--- config.mk ---
export PLATFORM = sky130hd
export DESIGN_NAME = sync_fifo_param
export DESIGN_NICKNAME = d
export VERILOG_FILES = /design/src/rtl/sync_fifo_param.sv
export SDC_FILE = /design/constraint.sdc
export NUM_CORES = 2
export LEC_CHECK = 0
export ABC_AREA = 1
export BUFFER_PORTS_ARGS = -buffer_cell sky130_fd_sc_hd__buf_2
export CORE_MARGIN = 2
export CORE_UTILIZATION = 55
export CTS_CLUSTER_DIAMETER = 100
export CTS_CLUSTER_SIZE = 12
export DETAILED_ROUTE_END_ITERATION = 10
export GPL_ROUTABILITY_DRIVEN = 0
export PLACE_DENSITY = 0.71
export SYNTH_ARGS = -nofsm -noshare
export SYNTH_HDL_FRONTEND = slang
export SYNTH_SLANG_ARGS = --single-unit
--- constraint.sdc ---
create_clock -name clk -period 5.85 [get_ports clk]
set_clock_uncertainty 0.2 [all_clocks]
set_input_delay 0.2925 -clock clk [delete_from_list [all_inputs] [get_ports clk]]
set_output_delay 0.2925 -clock clk [all_outputs]
set_load 0.02 [all_outputs]
--- src/rtl/sync_fifo_param.sv ---
// Parametrised single-clock FIFO with occupancy count, almost flags and error pulses.
// Define FIFO_FWFT_EN for first-word-fall-through read_data; default is registered read.
module sync_fifo_param #(
    parameter int DATA_W   = 8,
    parameter int DEPTH    = 256,
    parameter int ADDR_W   = $clog2(DEPTH),
    parameter int AF_LEVEL = DEPTH - 4,
    parameter int AE_LEVEL = 4
) (
    input  logic              clk,
    input  logic              reset,
    input  logic              write_req,
    input  logic [DATA_W-1:0] write_data,
    input  logic              read_req,
    output logic [DATA_W-1:0] read_data,
    output logic              full,
    output logic              empty,
    output logic              almost_full,
    output logic              almost_empty,
    output logic [ADDR_W:0]   count,
    output logic              overflow,
    output logic              underflow
);

    localparam logic [ADDR_W:0] PTR_ONE = (ADDR_W + 1)'(1);
    localparam logic [ADDR_W:0] AF_C    = (ADDR_W + 1)'(AF_LEVEL);
    localparam logic [ADDR_W:0] AE_C    = (ADDR_W + 1)'(AE_LEVEL);

    logic [DATA_W-1:0] mem [DEPTH];
    logic [ADDR_W:0]   wr_ptr;
    logic [ADDR_W:0]   rd_ptr;
    logic [ADDR_W-1:0] wr_idx;
    logic [ADDR_W-1:0] rd_idx;
    logic              wr_ok;
    logic              rd_ok;

    assign wr_idx = wr_ptr[ADDR_W-1:0];
    assign rd_idx = rd_ptr[ADDR_W-1:0];

    assign empty = (wr_ptr == rd_ptr);
    assign full  = (wr_idx == rd_idx) && (wr_ptr[ADDR_W] != rd_ptr[ADDR_W]);

    // Pointer difference is the occupancy; the extra MSB covers the full case.
    assign count        = wr_ptr - rd_ptr;
    assign almost_full  = (count >= AF_C);
    assign almost_empty = (count <= AE_C);

    // A simultaneous read frees the slot, so a write into a full FIFO still lands.
    assign rd_ok = read_req & ~empty;
    assign wr_ok = write_req & (~full | rd_ok);

    always_ff @(posedge clk) begin
        if (reset && wr_ok) begin
            mem[wr_idx] <= write_data;
        end
    end

    always_ff @(posedge clk) begin
        if (!reset) begin
            wr_ptr    <= '0;
            rd_ptr    <= '0;
            overflow  <= 1'b0;
            underflow <= 1'b0;
        end else begin
            if (wr_ok) wr_ptr <= wr_ptr + PTR_ONE;
            if (rd_ok) rd_ptr <= rd_ptr + PTR_ONE;
            overflow  <= write_req & ~wr_ok;
            underflow <= read_req & ~rd_ok;
        end
    end

`ifdef FIFO_FWFT_EN
    assign read_data = empty ? '0 : mem[rd_idx];
`else
    logic [DATA_W-1:0] read_q;

    always_ff @(posedge clk) begin
        if (!reset) begin
            read_q <= '0;
        end else if (rd_ok) begin
            read_q <= mem[rd_idx];
        end
    end

    assign read_data = read_q;
`endif

endmodule

==> Word level (Yosys, flattened, before mapping) <==
Memories as Yosys holds them, arrays and structs flattened. A register that Yosys moved wholly into a read port is not among the register bits.
Cells that the tools add are included.
{ "totals": {"word_cells": 27, "out_inout_bits": 23, "ram_bits": 2048, "n_memories": 1, "reg_bits": 20, "input_bits": 12} }
{ "op_classes": {"n_mux": 2, "eq_ne": 3, "n_bitwise": 9, "n_reduce_logical": 3, "order_cmp": 2, "addsub": 3} }
{ "memory_table": {"columns": ["name", "depth", "word_bits", "rd", "rd_clocked_by_memory_dff", "wr", "line_no", "source"], "rows": [
  ["mem", 256, 8, 1, 1, 1, "29", "logic [DATA_W-1:0] mem [DEPTH];"]
]} }
{ "ops": {"columns": ["operator", "n"], "rows": [
  ["$add 9x1->9 const B", 2],
  ["$eq 9x9->1", 1],
  ["$ge 9x8->1 const B", 1],
  ["$le 9x3->1 const B", 1],
  ["$sub 9x9->9", 1],
  ["$eq 8x8->1", 1],
  ["$and 1x1->1", 4],
  ["$not 1->1", 4],
  ["$logic_and 1x1->1", 2],
  ["$mux 1", 2],
  ["$logic_not 1->1", 1],
  ["$ne 1x1->1", 1],
  ["$or 1x1->1", 1]
]} }

==> Depth between registers and ports, before layout <==
{ "logic_depth": {"ltp_word": 8, "ltp_mapped": 21, "ltp_nobuf": 17} }

==> Worst setup path after synthesis <==
No wires, ideal clock.
{ "synth_timing": {"path_kind": "flip-flop to flip-flop", "from": "register rd_ptr[2]", "to": "memory mem[197][0] (enable)", "stages_incl_launch_ff": 17, "period_less_slack_ns": 3.648, "setup_time_ns": 0.370, "required_ns": 5.280, "t_arrival_ns": 3.078, "n_path_buf": 5, "setup_slack_ns": 2.202, "cell_sequence": "dfxtp_1 buf_2 clkinv_1 clkbuf_1 clkbuf_1 ha_1 nand2_1 inv_1 nand4_1 nor2_1 nand2_1 nand2_1 nor2_2 buf_4 nand4_1 buf_4 nor2_1"} }
{ "synth_via": {"elab_chain_cells": 8, "word_cells_on_any_way": 11, "classes_between": "eq/ne (2); mux (2); bitwise (5); reduce/logical (2)"} }
{ "synth_lines": {"columns": ["item", "line_no", "source"], "rows": [
  ["start, declared", "31", "logic [ADDR_W:0] rd_ptr;"],
  ["start signal, assigned", "66", "if (rd_ok) rd_ptr <= rd_ptr + PTR_ONE;"],
  ["$eq 8x8->1", "41", "assign full = (wr_idx == rd_idx) && (wr_ptr[ADDR_W] != rd_ptr[ADDR_W]);"],
  ["$logic_and 1x1->1", "41", null],
  ["net full", "16", "output logic full,"],
  ["$not 1->1", "50", "assign wr_ok = write_req & (~full | rd_ok);"],
  ["$or 1x1->1", "50", null],
  ["$and 1x1->1", "50", null],
  ["$logic_and 1x1->1", "53", "if (reset && wr_ok) begin"],
  ["$mux 1", "53", null],
  ["$mux 1 (not written as such)", "54", "mem[wr_idx] <= write_data;"],
  ["end, declared", "29", null]
]} }
The timed path passes the listed nets, and every way through them passes these cells.

==> Worst setup path after layout <==
{ "layout_timing": {"from": "register rd_ptr[6]", "to": "memory mem[130][2] (enable)"} }
{ "layout_via": {"elab_chain_cells": 8, "word_cells_on_any_way": 11, "classes_between": "eq/ne (2); mux (2); bitwise (5); reduce/logical (2)"} }
{ "layout_lines": {"columns": ["item", "line_no"], "rows": [
  ["$eq 9x9->1 or $eq 8x8->1 (tied branches)", "40, 41"],
  ["$not 1->1 or $logic_and 1x1->1 (tied branches)", "49, 41"],
  ["$and 1x1->1 or $not 1->1 (tied branches)", "49, 50"],
  ["$or 1x1->1 (*)", "50"],
  ["$and 1x1->1 (*)", "50"],
  ["$logic_and 1x1->1 (*)", "53"],
  ["$mux 1 (*)", "53"],
  ["$mux 1 (not written as such) (*)", "54"]
]} }
Every way passes the cells marked *; elsewhere a longest branch is shown, timed or not.

==> flow_metrics.py <==
metrics = {
    "cts": {
        "clock_path_buffers": 3,
        "cts.sinks": 2076,
        "htreeDepth": 4,
        "postCtsSetupBuffers": 0,
        "clk-insertion-delay-late_ps": 840,
        "clk_pin_slew_ps": 70,
        "cts_made_buffers": 191,
        "root_buffer": "clkbuf_16",
        "tritoncts": "done",
    },
    "synth": {
        "synthDistinctLibCells": 34,
        "syn_inst": 8006,
        "synth_top_area_frac": 0.707,
        "avgSynthCellArea_um2": 10.9,
        "yosysTopAreaCell": "edfxtp_1",
        "synth_seq_cells": 2076,
        "synth-edff-count": 2048,
        "synth_area_um2": 87000,
        "seq_area_frac_synth": 0.713,
        "synth_fp_nets": 8032,
        "async_reset_ff_frac": 0,
        "ys.warnings.count": 0,
        "ys.flop_type": "edfxtp_1",
        "synthTopCellsByArea": "edfxtp_1 71%, nand2_1 8.8%, nor2_1 6.1%",
    },
    "floorplanning": {
        "rows": 145,
        "initial_utilization": 0.555,
        "io_pins": 35,
        "dieArea_um2": 161000,
        "die_y_um": 402,
        "coreArea_um2": 157000,
        "dieWidth_um": 402,
    },
    "global_route": {
        "overflow": 0,
        "met1_usage": 0.402,
        "grt_pass1_wl_um": 352000,
        "grt_usage": 0.292,
        "top_usage_layer": "met2",
        "antenna_found_initial": 9,
        "grtUsageMet3": 0.0624,
        "grt_max_degree": 249,
        "first_global_vias": 56800,
        "use_met2": 0.454,
    },
    "route": {
        "dr.first_iter.drc_count": 8255,
        "wirelength_um": 237000,
        "ant_nets": 0,
        "post_drt_wl_per_cell_um": 23.8,
        "viasPerCell": 5.92,
        "drc_errors": 0,
        "vias": 59100,
        "detail_route.first_pass.iterations": 9,
    },
    "place": {
        "place_ws_ps": 1580,
        "port_buffers": 34,
        "dpl.cell_count": 9726,
        "hpwl_um": 136000,
    },
    "worst_setup_path": {
        "slowest_delay_ps": 770,
        "crit_family": "simple AND/OR/NAND/NOR gates",
        "crit_top_cell": "nand2_1",
        "crit_fanout": 16,
        "r2r_cells": 12,
        "path_cells": "clkinv_1, ha_1, nand2_1, nor2_1, nand4_1, nor2_1, nand2_1, nand2_1, nor2_2, buf_12, nand2_1, nor2_1",
        "crit_path_end_kind": "register",
        "criticalPathCategory": "reg2reg",
        "critPathArrivalTime_ps": 4660,
        "worstPathRequired_ps": 6110,
        "path_buf_inv": 2,
        "crit_slowest_cell": "nor2_1",
        "start_kind": "register",
        "cp_num_cells": 12,
    },
    "timing": {
        "setup_viol": 0,
        "hold_viol_final": 0,
        "maxSlewHeadroom": 0.0458,
        "fin_crit_ps": 4400,
        "worst_pin_slew_ps": 1430,
        "setup_tns_ps": 0,
        "drv_slew": 0,
        "fin_crit_sh": 0.752,
        "rsz0062_at_grt": "false",
        "setup_ws_ps": 1450,
        "max_freq_ghz": 0.227,
    },
    "run_status": {
        "status": "completed",
    },
    "power_and_ir_drop": {
        "p_leak_nw": 34.5,
        "irDropWorstVdd_uv": 324,
        "total_power_mw": 32.0,
        "powerDensity_nw_per_um2": 341,
    },
    "finish": {
        "multi_input_area_um2": 21000,
        "utilization": 0.600,
        "fill_cells": 12400,
        "nets": 7900,
        "final_common_cell": "edfxtp_1",
        "mostFrequentLayoutCells": "2,048 x edfxtp_1, 2,035 x nand2_1, 1,417 x nor2_1",
        "synthToLayoutAreaGrowth_pct": 8.03,
        "drive_above_1_share": 0.0485,
        "regArea_um2": 62100,
        "instances_no_fill": 9982,
    },
    "job": {
        "drv_cap": 0,
    },
    "hold_path": {
        "hold_class": "in2reg",
        "hold_depth": 4,
    },
}
-- worst reg2reg max path, cell delays in order, from the launching register on --
cell and delay [ps]:
dfxtp_1 610, clkinv_1 360, ha_1 440, nand2_1 110, nor2_1 70, nand4_1 80, nor2_1 70, nand2_1 80
nand2_1 170, nor2_2 290, buf_12 240, nand2_1 530, nor2_1 770
-- worst paths after layout --
check / start / to / slack [ps]
max: rd_ptr[6] / mem[130][2] / 1450
min: read_req / underflow / 250
max reg2reg: rd_ptr[6] / mem[130][2] / 1450
min reg2reg: rd_ptr[8] / rd_ptr[8] / 280
-- sequential cells by signal, summed over array words and instances, names as in the netlist --
| signal | cells |
|---|---|
| mem | 2048 |
| rd_ptr | 9 |
| wr_ptr | 9 |
| read_data | 8 |
| overflow | 1 |
| underflow | 1 |
-- stage by stage --
stage,hold slack (ps),area (um^2)
floorplan,191,87000
global route,231,94000
CTS,168,94000
detailed placement,271,88700
global placement,266,88700
finish,249,94000
-- where the power goes --
part           leakage, nW  total, mW  internal (mW)  switching [mW]
clock                 2.52       11.0           5.95            5.09
combinational         13.3       4.58           1.16            3.42
sequential            18.6       16.4           16.4          0.0495
total                 34.5       32.0           23.5            8.56
-- logic make-up (layout without fill, tap and decap cells) --
logic type                 count (synthesis)  in the layout  synth area share
AOI/OAI and AO/OA                        812            812            0.0489
xor gates and xnor gates                   8              8          0.000805
other                                      0              3                 0
adders and majority gates                 14             14           0.00210
and+or+nand+nor                         4124           4124             0.188
buffers and inverters                    972            887            0.0472
DFF                                     2076           2076             0.713
-- synthesized netlist by cell type, types with 8 or more instances --
library cell and n:
ha_1 13, clkbuf_1 180, dfxtp_1 28, xor2_1 8, o211ai_1 65, o21ai_1 79
nand2_1 2042, inv_1 488, o22ai_1 17, nand4_1 11, buf_1 65, or2_2 15
nand3_1 624, clkinv_1 10, buf_4 38, nor2_1 1419, a21oi_1 92, buf_2 170
buf_6 14, edfxtp_1 2048, o21ai_0 555
-- final cells by class --
cell class,count,share of cell area
multi-input combinational,4958,0.223
clock buffer,228,0.0532
clock inverter,12,0.00173
timing repair buffer,142,0.0140
sequential,2076,0.660
tap,2058,0.0274
inverter,505,0.0205
antenna,3,0.0000798
-- metal layers --
| metal | wire, um | share of wire |
|---|---|---|
| met2 | 109000 | 0.46 |
| met1 | 90800 | 0.38 |
| met4 | 10100 | 0.043 |
| met3 | 27500 | 0.12 |
| met5 | 27 | 0.00011 |
-- repair_timing --
action	in CTS	in global routing
setup endpoints to repair	0	0
endpoints found under the hold margin	571	0
hold buffers	13	0
resized for setup	0	0
(Power assumes the default switching activity.)
